### config.mk
export PLATFORM = sky130hd
export DESIGN_NAME = stream_packet_arbiter
export DESIGN_NICKNAME = d
export VERILOG_FILES = /design/src/rtl/dsp_stream_pkg.sv /design/src/rtl/rr_arb2.sv /design/src/rtl/stream_packet_arbiter.sv
export SDC_FILE = /design/constraint.sdc
export NUM_CORES = 1
export LEC_CHECK = 0
export CAP_MARGIN = 20
export CORE_MARGIN = 2
export CORE_UTILIZATION = 42
export DETAILED_ROUTE_END_ITERATION = 8
export PLACE_DENSITY = 0.95
export SYNTH_ARGS = -nofsm -noshare
export SYNTH_HDL_FRONTEND = slang
export SYNTH_SLANG_ARGS = --single-unit
### constraint.sdc
create_clock -name clk -period 3.2 [get_ports clk]
set_clock_uncertainty 0.2 [all_clocks]
set_input_delay 0.64 -clock clk [delete_from_list [all_inputs] [get_ports clk]]
set_output_delay 0.64 -clock clk [all_outputs]
set_load 0.02 [all_outputs]
### src/rtl/dsp_stream_pkg.sv
// ------------------------------------------------------------------
// dsp_stream_pkg : shared types/constants for the DSP stream arbiter
// rev 1.0
// ------------------------------------------------------------------
`default_nettype none

package dsp_stream_pkg;

   localparam int DATA_W_DEFAULT = 32;
   localparam int CNT_W          = 16;

   typedef enum logic [1:0] {
      ST_IDLE   = 2'd0,
      ST_GRANT0 = 2'd1,
      ST_GRANT1 = 2'd2
   } arb_state_t;

endpackage

`default_nettype wire

### src/rtl/rr_arb2.sv
// ------------------------------------------------------------------
// rr_arb2 : 2-way round-robin / fixed-priority chooser with history
// rev 1.0
// ------------------------------------------------------------------
`default_nettype none

module rr_arb2 (
   input  logic clk,
   input  logic rst_n,
   input  logic req0,
   input  logic req1,
   input  logic fixed_prio,
   input  logic take,
   output logic gnt_any,
   output logic gnt_idx
);

   logic r_last_grant;

   // Contention favours requester 0 under fixed priority, otherwise the one not served last.
   always_comb begin
      gnt_any = req0 | req1;
      if (req0 && req1) begin
         gnt_idx = fixed_prio ? 1'b0 : ~r_last_grant;
      end else begin
         gnt_idx = req1;
      end
   end

   always_ff @(posedge clk or negedge rst_n) begin
      if (!rst_n) begin
         r_last_grant <= 1'b1;
      end else if (take && gnt_any) begin
         r_last_grant <= gnt_idx;
      end
   end

endmodule

`default_nettype wire

### src/rtl/stream_packet_arbiter.sv
// ------------------------------------------------------------------
// stream_packet_arbiter : 2-to-1 Avalon-ST packet arbiter with stats
// rev 1.0
// ------------------------------------------------------------------
`default_nettype none

module stream_packet_arbiter
   import dsp_stream_pkg::*;
#(
   parameter int DATA_W = DATA_W_DEFAULT
) (
   input  logic              clk,
   input  logic              rst_n,
   input  logic              s0_valid,
   input  logic              s0_sop,
   input  logic              s0_eop,
   input  logic [DATA_W-1:0] s0_data,
   output logic              s0_ready,
   input  logic              s1_valid,
   input  logic              s1_sop,
   input  logic              s1_eop,
   input  logic [DATA_W-1:0] s1_data,
   output logic              s1_ready,
   output logic              m_valid,
   output logic              m_sop,
   output logic              m_eop,
   output logic [DATA_W-1:0] m_data,
   output logic              m_channel,
   input  logic              m_ready,
   input  logic              enable,
   input  logic              fixed_prio,
   input  logic              clr,
   output logic [CNT_W-1:0]  pkt_cnt0,
   output logic [CNT_W-1:0]  pkt_cnt1,
   output logic              busy,
   output logic              err_orphan,
   output logic              err_sop
);

   arb_state_t       r_state;
   arb_state_t       w_state_nxt;
   logic             r_first;
   logic [CNT_W-1:0] r_pkt_cnt0;
   logic [CNT_W-1:0] r_pkt_cnt1;
   logic             r_err_orphan;
   logic             r_err_sop;

   logic w_elig0;
   logic w_elig1;
   logic w_take;
   logic w_gnt_any;
   logic w_gnt_idx;
   logic w_acc;
   logic w_acc_sop;
   logic w_done0;
   logic w_done1;
   logic w_orphan;

   assign w_elig0 = s0_valid & s0_sop;
   assign w_elig1 = s1_valid & s1_sop;
   assign w_take  = (r_state == ST_IDLE) & enable;

   rr_arb2 u_arb (
      .clk        (clk),
      .rst_n      (rst_n),
      .req0       (w_elig0),
      .req1       (w_elig1),
      .fixed_prio (fixed_prio),
      .take       (w_take),
      .gnt_any    (w_gnt_any),
      .gnt_idx    (w_gnt_idx)
   );

   always_comb begin
      w_state_nxt = r_state;
      m_valid     = 1'b0;
      m_sop       = 1'b0;
      m_eop       = 1'b0;
      m_data      = '0;
      m_channel   = 1'b0;
      s0_ready    = 1'b0;
      s1_ready    = 1'b0;
      busy        = 1'b0;
      w_acc       = 1'b0;
      w_acc_sop   = 1'b0;
      w_done0     = 1'b0;
      w_done1     = 1'b0;
      w_orphan    = 1'b0;
      case (r_state)
         ST_IDLE: begin
            // Beats arriving without a packet context are drained and flagged.
            s0_ready = rst_n & s0_valid & ~s0_sop;
            s1_ready = rst_n & s1_valid & ~s1_sop;
            w_orphan = s0_ready | s1_ready;
            if (w_take && w_gnt_any) begin
               w_state_nxt = w_gnt_idx ? ST_GRANT1 : ST_GRANT0;
            end
         end
         ST_GRANT0: begin
            m_valid   = s0_valid;
            m_sop     = s0_sop;
            m_eop     = s0_eop;
            m_data    = s0_data;
            s0_ready  = m_ready;
            busy      = 1'b1;
            w_acc     = s0_valid & m_ready;
            w_acc_sop = s0_sop;
            w_done0   = w_acc & s0_eop;
            if (w_done0) begin
               w_state_nxt = ST_IDLE;
            end
         end
         ST_GRANT1: begin
            m_valid   = s1_valid;
            m_sop     = s1_sop;
            m_eop     = s1_eop;
            m_data    = s1_data;
            m_channel = 1'b1;
            s1_ready  = m_ready;
            busy      = 1'b1;
            w_acc     = s1_valid & m_ready;
            w_acc_sop = s1_sop;
            w_done1   = w_acc & s1_eop;
            if (w_done1) begin
               w_state_nxt = ST_IDLE;
            end
         end
         default: begin
            w_state_nxt = ST_IDLE;
         end
      endcase
   end

   always_ff @(posedge clk or negedge rst_n) begin
      if (!rst_n) begin
         r_state <= ST_IDLE;
      end else begin
         r_state <= w_state_nxt;
      end
   end

   // r_first marks the opening beat of a grant; any later sop is a protocol error.
   always_ff @(posedge clk or negedge rst_n) begin
      if (!rst_n) begin
         r_first <= 1'b0;
      end else if (r_state == ST_IDLE) begin
         r_first <= 1'b1;
      end else if (w_acc) begin
         r_first <= 1'b0;
      end
   end

   always_ff @(posedge clk or negedge rst_n) begin
      if (!rst_n) begin
         r_pkt_cnt0   <= '0;
         r_pkt_cnt1   <= '0;
         r_err_orphan <= 1'b0;
         r_err_sop    <= 1'b0;
      end else if (clr) begin
         r_pkt_cnt0   <= '0;
         r_pkt_cnt1   <= '0;
         r_err_orphan <= 1'b0;
         r_err_sop    <= 1'b0;
      end else begin
         if (w_done0) begin
            r_pkt_cnt0 <= r_pkt_cnt0 + CNT_W'(1);
         end
         if (w_done1) begin
            r_pkt_cnt1 <= r_pkt_cnt1 + CNT_W'(1);
         end
         if (w_orphan) begin
            r_err_orphan <= 1'b1;
         end
         if (w_acc && w_acc_sop && !r_first) begin
            r_err_sop <= 1'b1;
         end
      end
   end

   assign pkt_cnt0   = r_pkt_cnt0;
   assign pkt_cnt1   = r_pkt_cnt1;
   assign err_orphan = r_err_orphan;
   assign err_sop    = r_err_sop;

endmodule

`default_nettype wire

# == Word-level counts from Yosys, hierarchy flattened ==
# Cells that the tools add are included.
# classes
mux,29
n_reduce_logical,13
bitwise,16
n_eq_ne,5
add_sub_neg,2
# op_table
cell,n
two-way mux 16 bit,4
case mux 32 bit (2 select lines),1
adder 16 x 1 -> 16 bit (second input constant),2
two-way mux 1 bit,13
case mux 1 bit (2 select lines),6
bitwise AND 1 bit,11
nonzero test 2 bit,5
two-way mux 2 bit,4
case mux 2 bit (3 select lines),1
logical AND 1 bit,4
inequality test 2 bit (second input constant),2
NOT 1 bit,3
AND reduction 3 bit,1
== test 2 x 1 -> 1 bit (second input constant),1
== test 2 bit (second input constant),1
zero test 2 bit,1
inequality test 2 x 1 -> 1 bit (second input constant),1
bitwise OR 1 bit,2
OR reduction 2 bit,1
zero test 1 bit,1
# word_totals
inputBits,76
reg_bits,38

# == Logic depth before layout (Yosys ltp) ==
# depth
depth_word,6
depth_mapped,7

# == Cells and area by module ==
# A second synthesis with hierarchy kept.
# hier_totals
cells_unflattened,300
hier_area_um2,2560.0
# by_module_without_submodules
mod,cells_each,n_inst,area_each_um2,seq_area_each_um2
stream_packet_arbiter,293,1,2487.4,925.9
rr_arb2,7,1,72.6,26.3

# == Worst setup path before layout ==
# No wires, ideal clock.
# synth_timing
path_type,reg-to-output
start,reg r_state[0]
end,out m_data[1]
arrival_ps,1721
t_required_ps,2360
stages_incl_launch_ff,7
setup_slack_ps,639
path_cell_list,dfrtp_1 > inv_1 > ha_1 > buf_2 > clkbuf_1 > a22oi_1 > nor2b_1
# synth_via
elab_chain_len,2
elab_cells_between_ends,3
cone_classes,eq/ne: 2; mux: 1
# synth_lines
item,line_no,rtl
start: declaration,stream_packet_arbiter.sv:40,arb_state_t r_state;
start signal: assignment,stream_packet_arbiter.sv:138,r_state <= w_state_nxt;
== test 2 bit or == test 2 x 1 -> 1 bit (tied branches),stream_packet_arbiter.sv:89,case (r_state)
case mux 32 bit (2 select lines) (*),stream_packet_arbiter.sv:89,
end: declaration,stream_packet_arbiter.sv:27,"output logic [DATA_W-1:0] m_data,"
# Every way passes the cells marked *; elsewhere a longest branch is shown, timed or not.

# == Final worst setup path ==
# layout_timing
start,reg r_state[0]
end,out m_data[12]
# The elaborated chain is that of the path after synthesis.

==> flow_summary_export.csv <==
group,metric,value,unit
floorplan,dieArea,0.00678,mm²
synthesis,seq_area_frac_synth,37.0,%
route,wl_met2,4410,µm
clocking,cts_tree,"done",
power_and_ir_drop,switching_power,838,µW
worst_hold_path,hp-class,"flip-flop to flip-flop",
route,met3WireLength,704,µm
setup_path,cp-start-kind,"flip-flop",
clocking,clk_pin_slew_worst_paths,0.07,ns
layout,seq_area,952,µm²
clocking,clk_path_buf_depth,2,
sta,hold_viol,0,
clocking,clk_latency,0.29,ns
power_and_ir_drop,power_density,510,mW/mm²
synthesis,syn-num-nets,380,
power_and_ir_drop,total_power,2190,µW
synthesis,yosys.cell_types.count,39,
clocking,htreeDepth,2,
job,cap_violations,0,
layout,diodes,0,
sta,setup_tns,0,ns
synthesis,synthFlopType,"dfrtp_1",
sta,max_slew_margin,69.0,%
route,drc,0,
power_and_ir_drop,p_int,1350,µW
power_and_ir_drop,seqPwrFrac,24.0,%
synthesis,async_reset_ff_share,100,%
layout,drive_gt1_share,6.47,%
setup_path,crit_slowest_cell,"clkdlybuf4s50_1",
synthesis,synth_area,0.00258,mm²
grt,grt_pass1_wl,13400,µm
route,met1_length,3410,µm
synthesis,synth_seq_cells,38,
layout,multi_input_area,0.00151,mm²
power_and_ir_drop,swShare,38.3,%
sta,worst_pin_slew,0.465,ns
placement,gp_congestion,0.821,
synthesis,synth_edf_count,0,
power_and_ir_drop,p_comb_share,57.5,%
status,status,"finished clean",
floorplan,die_x,82.3,µm
grt,overflow,0,
clocking,cts-root-buf,"clkbuf_8",
route,drt-initial-drc-count,108,
layout,fin_nets,528,
power_and_ir_drop,pwr-share-clk,18.5,%
sta,rsz0062_at_grt,"false",
grt,antenna_found_initial,0,
placement,hpwlAfterDp,6600,µm
route,ant_nets,0,
floorplan,initial_utilization,43.5,%
layout,nFillCells,449,
sta,fmax,0.324,GHz
sta,min_period,3.08,ns
grt,grtUsageTotal,25.7,%
sta,finalSetupViolCount,0,
grt,grt_pass1_vias,2811,
clocking,cts_buffers,5,
grt,grt_max_degree,38,
route,highest_layer,"met4",
floorplan,die_h,82.3,µm
power_and_ir_drop,p_leak,0.00160,µW
layout,final_common_cell,"clkdlybuf4s50_1",
layout,final_util,72.4,%
floorplan,core_area,0.00592,mm²
route,vias,2899,
worst_hold_path,hold_path_depth,2,
route,wl_per_cell,16.5,µm
layout,final_cell_mix,"clkdlybuf4s50_1 (145), a22oi_1 (37), nor2b_1 (37), dfrtp_1 (37), nor2_1 (23)",
placement,port_buffers,148,
synthesis,synth_area_leaders,"dfrtp_1 (36%), a22oi_1 (11%), nor2b_1 (9.0%)",
layout,area_growth,66.3,%
synthesis,synth_top_cell_by_area,"dfrtp_1",
route,drt_wl_total,8660,µm
clocking,cts_setup_buffers,0,
setup_path,critical_path_class,"flip-flop to output port",
setup_path,rr_worst_depth,6,
power_and_ir_drop,ir_drop,0.000423,V
synthesis,yosys_warnings,0,
setup_path,cp.required,2.36,ns
sta,period_share,96.3,%
route,via_per_inst,5.54,
synthesis,syn_avg_cell_area,8.62,µm²
synthesis,synth_cells,299,
setup_path,arrival,2.24,ns
setup_path,cp-end-kind,"output port",
clocking,cts_sinks,38,
sta,final_max_slew_viol_count,0,
floorplan,pin_count,149,
route,firstDrtPassIters,6,
synthesis,synth_top_cell_area_share,35.9,%
setup_path,slowest_delay,0.63,ns
setup_path,path_cells,"inv_1, ha_2, buf_12, a22oi_1, nor2b_1, clkdlybuf4s50_1",
floorplan,num_rows,28,
setup_path,worst-path-max-fanout,31,
[cells in the mapped netlist, drive strengths merged (2+ instances only)]
library cell and n:
a21oi 15, a22oi 37, a31o 2, and4 5, buf 12, clkbuf 6
dfrtp 37, ha 5, inv 10, mux2 2, nand2 21, nand2b 3
nand3 11, nand4 7, nand4b 2, nor2 23, nor2b 37, nor3 8
nor4 7, o21ai 8, o31ai 3, or3 8, or4 3, xnor2 14
xor2 3
[per-stage QoR]
step / instances / hold slack (ns) / instance area (µm²) / setup slack [ns]
4_1_cts: 523 / 0.293 / 4270 / 0.00194
3_3_place_gp: 514 / 0.250 / 4160 / 0.225
2_1_floorplan: 299 / 0.144 / 2580 / 0.639
6_report: 523 / 0.290 / 4290 / 0.118
5_1_grt: 523 / 0.309 / 4290 / 0.0105
3_5_place_dp: 514 / 0.251 / 4160 / 0.223
[timing repair]
item	4_1_cts	5_1_grt
hold buffers	1	0
endpoints found under the hold margin	1	0
gates resized for setup	0	4
setup endpoints to repair	0	32
[cell families after synthesis]
| family | share of synthesized area (%) |
|---|---|
| compound gates | 19.0 |
| simple gates | 30.4 |
| flops | 37.0 |
| fa+ha+maj | 2.43 |
| mux | 0.874 |
| xor+xnor | 5.78 |
| buf+inv | 4.52 |
[final cells by class]
cell class | instances | share of cell area [%]
multi-input cells | 233 | 35.2
flip-flops and latches | 38 | 22.2
repair buffers | 159 | 36.9
clock buffers | 5 | 1.61
clock inverters | 3 | 0.934
inverters | 10 | 0.876
well taps | 75 | 2.19
[flip-flops by register name, indices dropped and copies added (netlist names)]
signal / count
pkt_cnt0: 16
pkt_cnt1: 16
r_state: 2
err_orphan: 1
err_sop: 1
r_first: 1
u_arb.r_last_grant: 1
[power groups by stage]
stage / Sequential (µW) / Combinational, µW / Clock [µW]
after global placement: 532 / 1230 / 0
after floorplan: 532 / 731 / 0
after detailed placement: 532 / 1250 / 0
after CTS: 524 / 1260 / 411
after global routing: 528 / 1360 / 429
final: 525 / 1260 / 405
[layer usage]
layer | vias to the layer above | track usage, %
met2 | 113 | 45.7
met3 | 11 | 8.26
li1 | 1382 | -
met4 | 0 | 7.00
met5 | - | 0
met1 | 1393 | 29.6
[worst max-delay path: cells and delay by family (launching register included)]
family | cells | cell delay [ns]
adder cells (fa/ha/maj) | 1 | 0.32
AO/OA/AOI/OAI | 1 | 0.10
flip-flops | 1 | 0.41
AND/OR/NAND/NOR | 1 | 0.17
buffers and inverters | 3 | 0.95
[path summary, 6_finish.rpt]
path	from	endpoint	slack (ns)
max	r_state[0]	m_data[12]	0.12
min	u_arb.r_last_grant	u_arb.r_last_grant	0.29
max reg2reg	r_state[0]	pkt_cnt1[15]	0.81
min reg2reg	u_arb.r_last_grant	u_arb.r_last_grant	0.29
max in group asynchronous	rst_n	u_arb.r_last_grant	1.64
min in group asynchronous	rst_n	err_orphan	0.48
Power figures use the tool's default switching activity.
==> variant, RTL diff (config.mk and constraints unchanged) <==
Re-encode `arb_state_t` (3 states) as one-hot, 3 bits wide.
--- a/src/rtl/dsp_stream_pkg.sv
+++ b/src/rtl/dsp_stream_pkg.sv
@@ -10,8 +10,8 @@
    localparam int CNT_W          = 16;
 
-   typedef enum logic [1:0] {
-      ST_IDLE   = 2'd0,
-      ST_GRANT0 = 2'd1,
-      ST_GRANT1 = 2'd2
+   typedef enum logic [2:0] {
+      ST_IDLE   = 3'b001,
+      ST_GRANT0 = 3'b010,
+      ST_GRANT1 = 3'b100
    } arb_state_t;
 
Check against the original RTL: same outputs for any inputs over 10 cycles, from zero or initial values and one cycle with rst_n low; not proved beyond that.
==> variant against the unedited design <==
  * Wire length is 1.7% higher
  * Worst setup slack worse by 0.023 ns
  * Design area is 4.0% lower
  * Sequential cell count is 1 higher
  * Die area is 7.1% lower
  * Count of clock-buffer cells in the layout is 2 higher
  * Cell count is 7.1% lower
  * Sequential share of layout area is 1.6 points higher
  * Area after synthesis is 7.5% lower
  * Core utilization is 2.4 points higher
  * Via count is 5.6% lower
  * Largest cell class unchanged
Power is not compared: it rests on default switching activity, and its combinational part moved more than twofold at a synthesized area within 25%.
==> variant: results (changes against the unedited design) <==
| Metric | Value |
|---|---|
| Leak | `roughly 1.7 nW` |
| Critical Path Sink | `m_data[0]` |
| Outcome | `finished clean` |
| Total iterations of the first detailed-routing run | `4 (-2)` |
| Netlist cell types | `42 (+7.7%)` |
| GPL Wtd Cong | `0.951 (+16%)` |
| First-pass GRT wire length | `13.2 mm (-1.5%)` |
| Post-CTS sizing | `1 (+1)` |
| Reg2reg setup slack | `0.50 ns (-0.31 ns)` |
| Post-CTS setup buffer count | `0 (unchanged)` |
| Post-Place Worst Slack | `0.165 ns (-0.0574 ns)` |
| DP HPWL | `6.93 mm (+5.1%)` |
| Count of nets after finishing | `491 (-7.0%)` |
| Post-synth top cells | `dfrtp_1, a22o_1, nor2_1` |
| Cell Int Power | `0.803 mW` |
| Initial antenna violation count | `0 (unchanged)` |
| Async SR Flop Fraction | `100% (unchanged)` |
| Seq/Total Area, Yosys | `41.0% (+4.1 points)` |
| DR vias/cell | `5.63 (+1.6%)` |
| Vias in the first global route | `2639 (-6.1%)` |
| Gr usage total | `27.3% (+1.6 points)` |
| Port Buffers | `148 (unchanged)` |
| CTS H-tree depth | `2 (unchanged)` |
| Worst min-delay path class | `flop to flop` |
| Share of cells above drive strength 1 | `5.56% (-0.92 points)` |
| Pin count of the biggest net entering global routing | `40 (+5.3%)` |
| Placed instance area | `0.00399 mm^2 (-3.9%)` |
| Max-Slew Margin vs Limit | `48.3% (-21 points)` |
| Fillers | `383 (-15%)` |
| Hold Path Origin | `r_first` |
| Crit path launch type | `flop` |
| Antenna Cells | `0 (unchanged)` |
| CTS max path bufs | `2 (unchanged)` |
| Syn. warnings | `0 (unchanged)` |
| VDD IR max | `between 0.2 and 0.25 mV` |
| RR Endpoint | `pkt_cnt1[15]` |
| Clk_lat worst skew | `0.29 ns (about the same)` |
| 1st-iter DRT viols | `250 (+130%)` |
| Root Driver | `clkbuf_8` |
| Hold endpoint | `err_sop` |
| Final period demand of the worst path | `3.11 ns (+0.0234 ns)` |
| Crit-path max FO | `22 (-29%)` |
| Clk slew on worst S/H paths | `around 0.080 ns` |
| Worst r2r src | `r_state[1]` |
| Arr. time, crit path | `2.27 ns (+0.03 ns)` |
| Post-Syn Nets | `341 (-10%)` |
| ANT nets after route | `0 (unchanged)` |
| Main synth FF type | `dfrtp_1` |
| Min Hold Slack | `0.278 ns (-0.0126 ns)` |
| Synth top area cells | `dfrtp_1, a22o_1, xnor2_1` |
| Reg2Reg Depth | `5 (-1)` |
| Hold path depth | `1 (-1)` |
| Cts bufs inserted | `5 (unchanged)` |
| Final WL | `8.80 mm (+1.7%)` |
[variant: logic make-up (layout without fill, tap and decap cells)]
logic type,count (synthesis),count (layout),share of synthesized area [%]
AO/OA/AOI/OAI,74,74,22.2
XOR/XNOR,14,14,5.14
adder cells (fa/ha/maj),2,2,1.05
buffers and inverters,24,175,3.83
flip-flops,39,39,41.0
multiplexers,2,2,0.945
AND/OR/NAND/NOR,108,108,25.8
[variant: area by class of cell]
| class | instances | share of cell area [%] |
|---|---|---|
| Sequential cell | 39 | 23.8 |
| Clock buffer | 7 | 2.10 |
| Clock inverter | 1 | 0.122 |
| Multi-Input combinational cell | 200 | 32.1 |
| Timing Repair Buffer | 157 | 38.7 |
| Inverter | 10 | 1.03 |
| Tap cell | 72 | 2.19 |
[variant: power groups by stage]
| stage | registers (mW) | logic (mW) | clock network [mW] |
|---|---|---|---|
| after floorplan | 0.519 | 0.0585 | 0 |
| after global placement | 0.520 | 0.207 | 0 |
| after detailed placement | 0.520 | 0.211 | 0 |
| after CTS | 0.511 | 0.212 | 0.347 |
| after global routing | 0.513 | 0.225 | 0.372 |
| final | 0.512 | 0.212 | 0.347 |
[variant: worst max-delay path: stages, from the launching register on]
cell,delay (ns)
dfrtp_1,0.44
or3b_1,0.44
clkinv_4,0.15
buf_12,0.17
a22o_1,0.16
clkdlybuf4s50_1,0.60
[variant: metal layers]
metal	part of all wire, %	vias up	global-route usage (%)
li1	-	1289	-
met1	40	1301	34.0
met2	49	132	44.7
met3	9.2	16	9.66
met4	1.9	0	8.10
met5	0	-	0
[variant: stage by stage]
step | utilization (%) | instances
4_1_cts | 74.2 | 486
6_report | 74.7 | 486
3_3_place_gp | 72.5 | 478
3_5_place_dp | 72.5 | 478
2_1_floorplan | - | 263
5_1_grt | 74.7 | 486
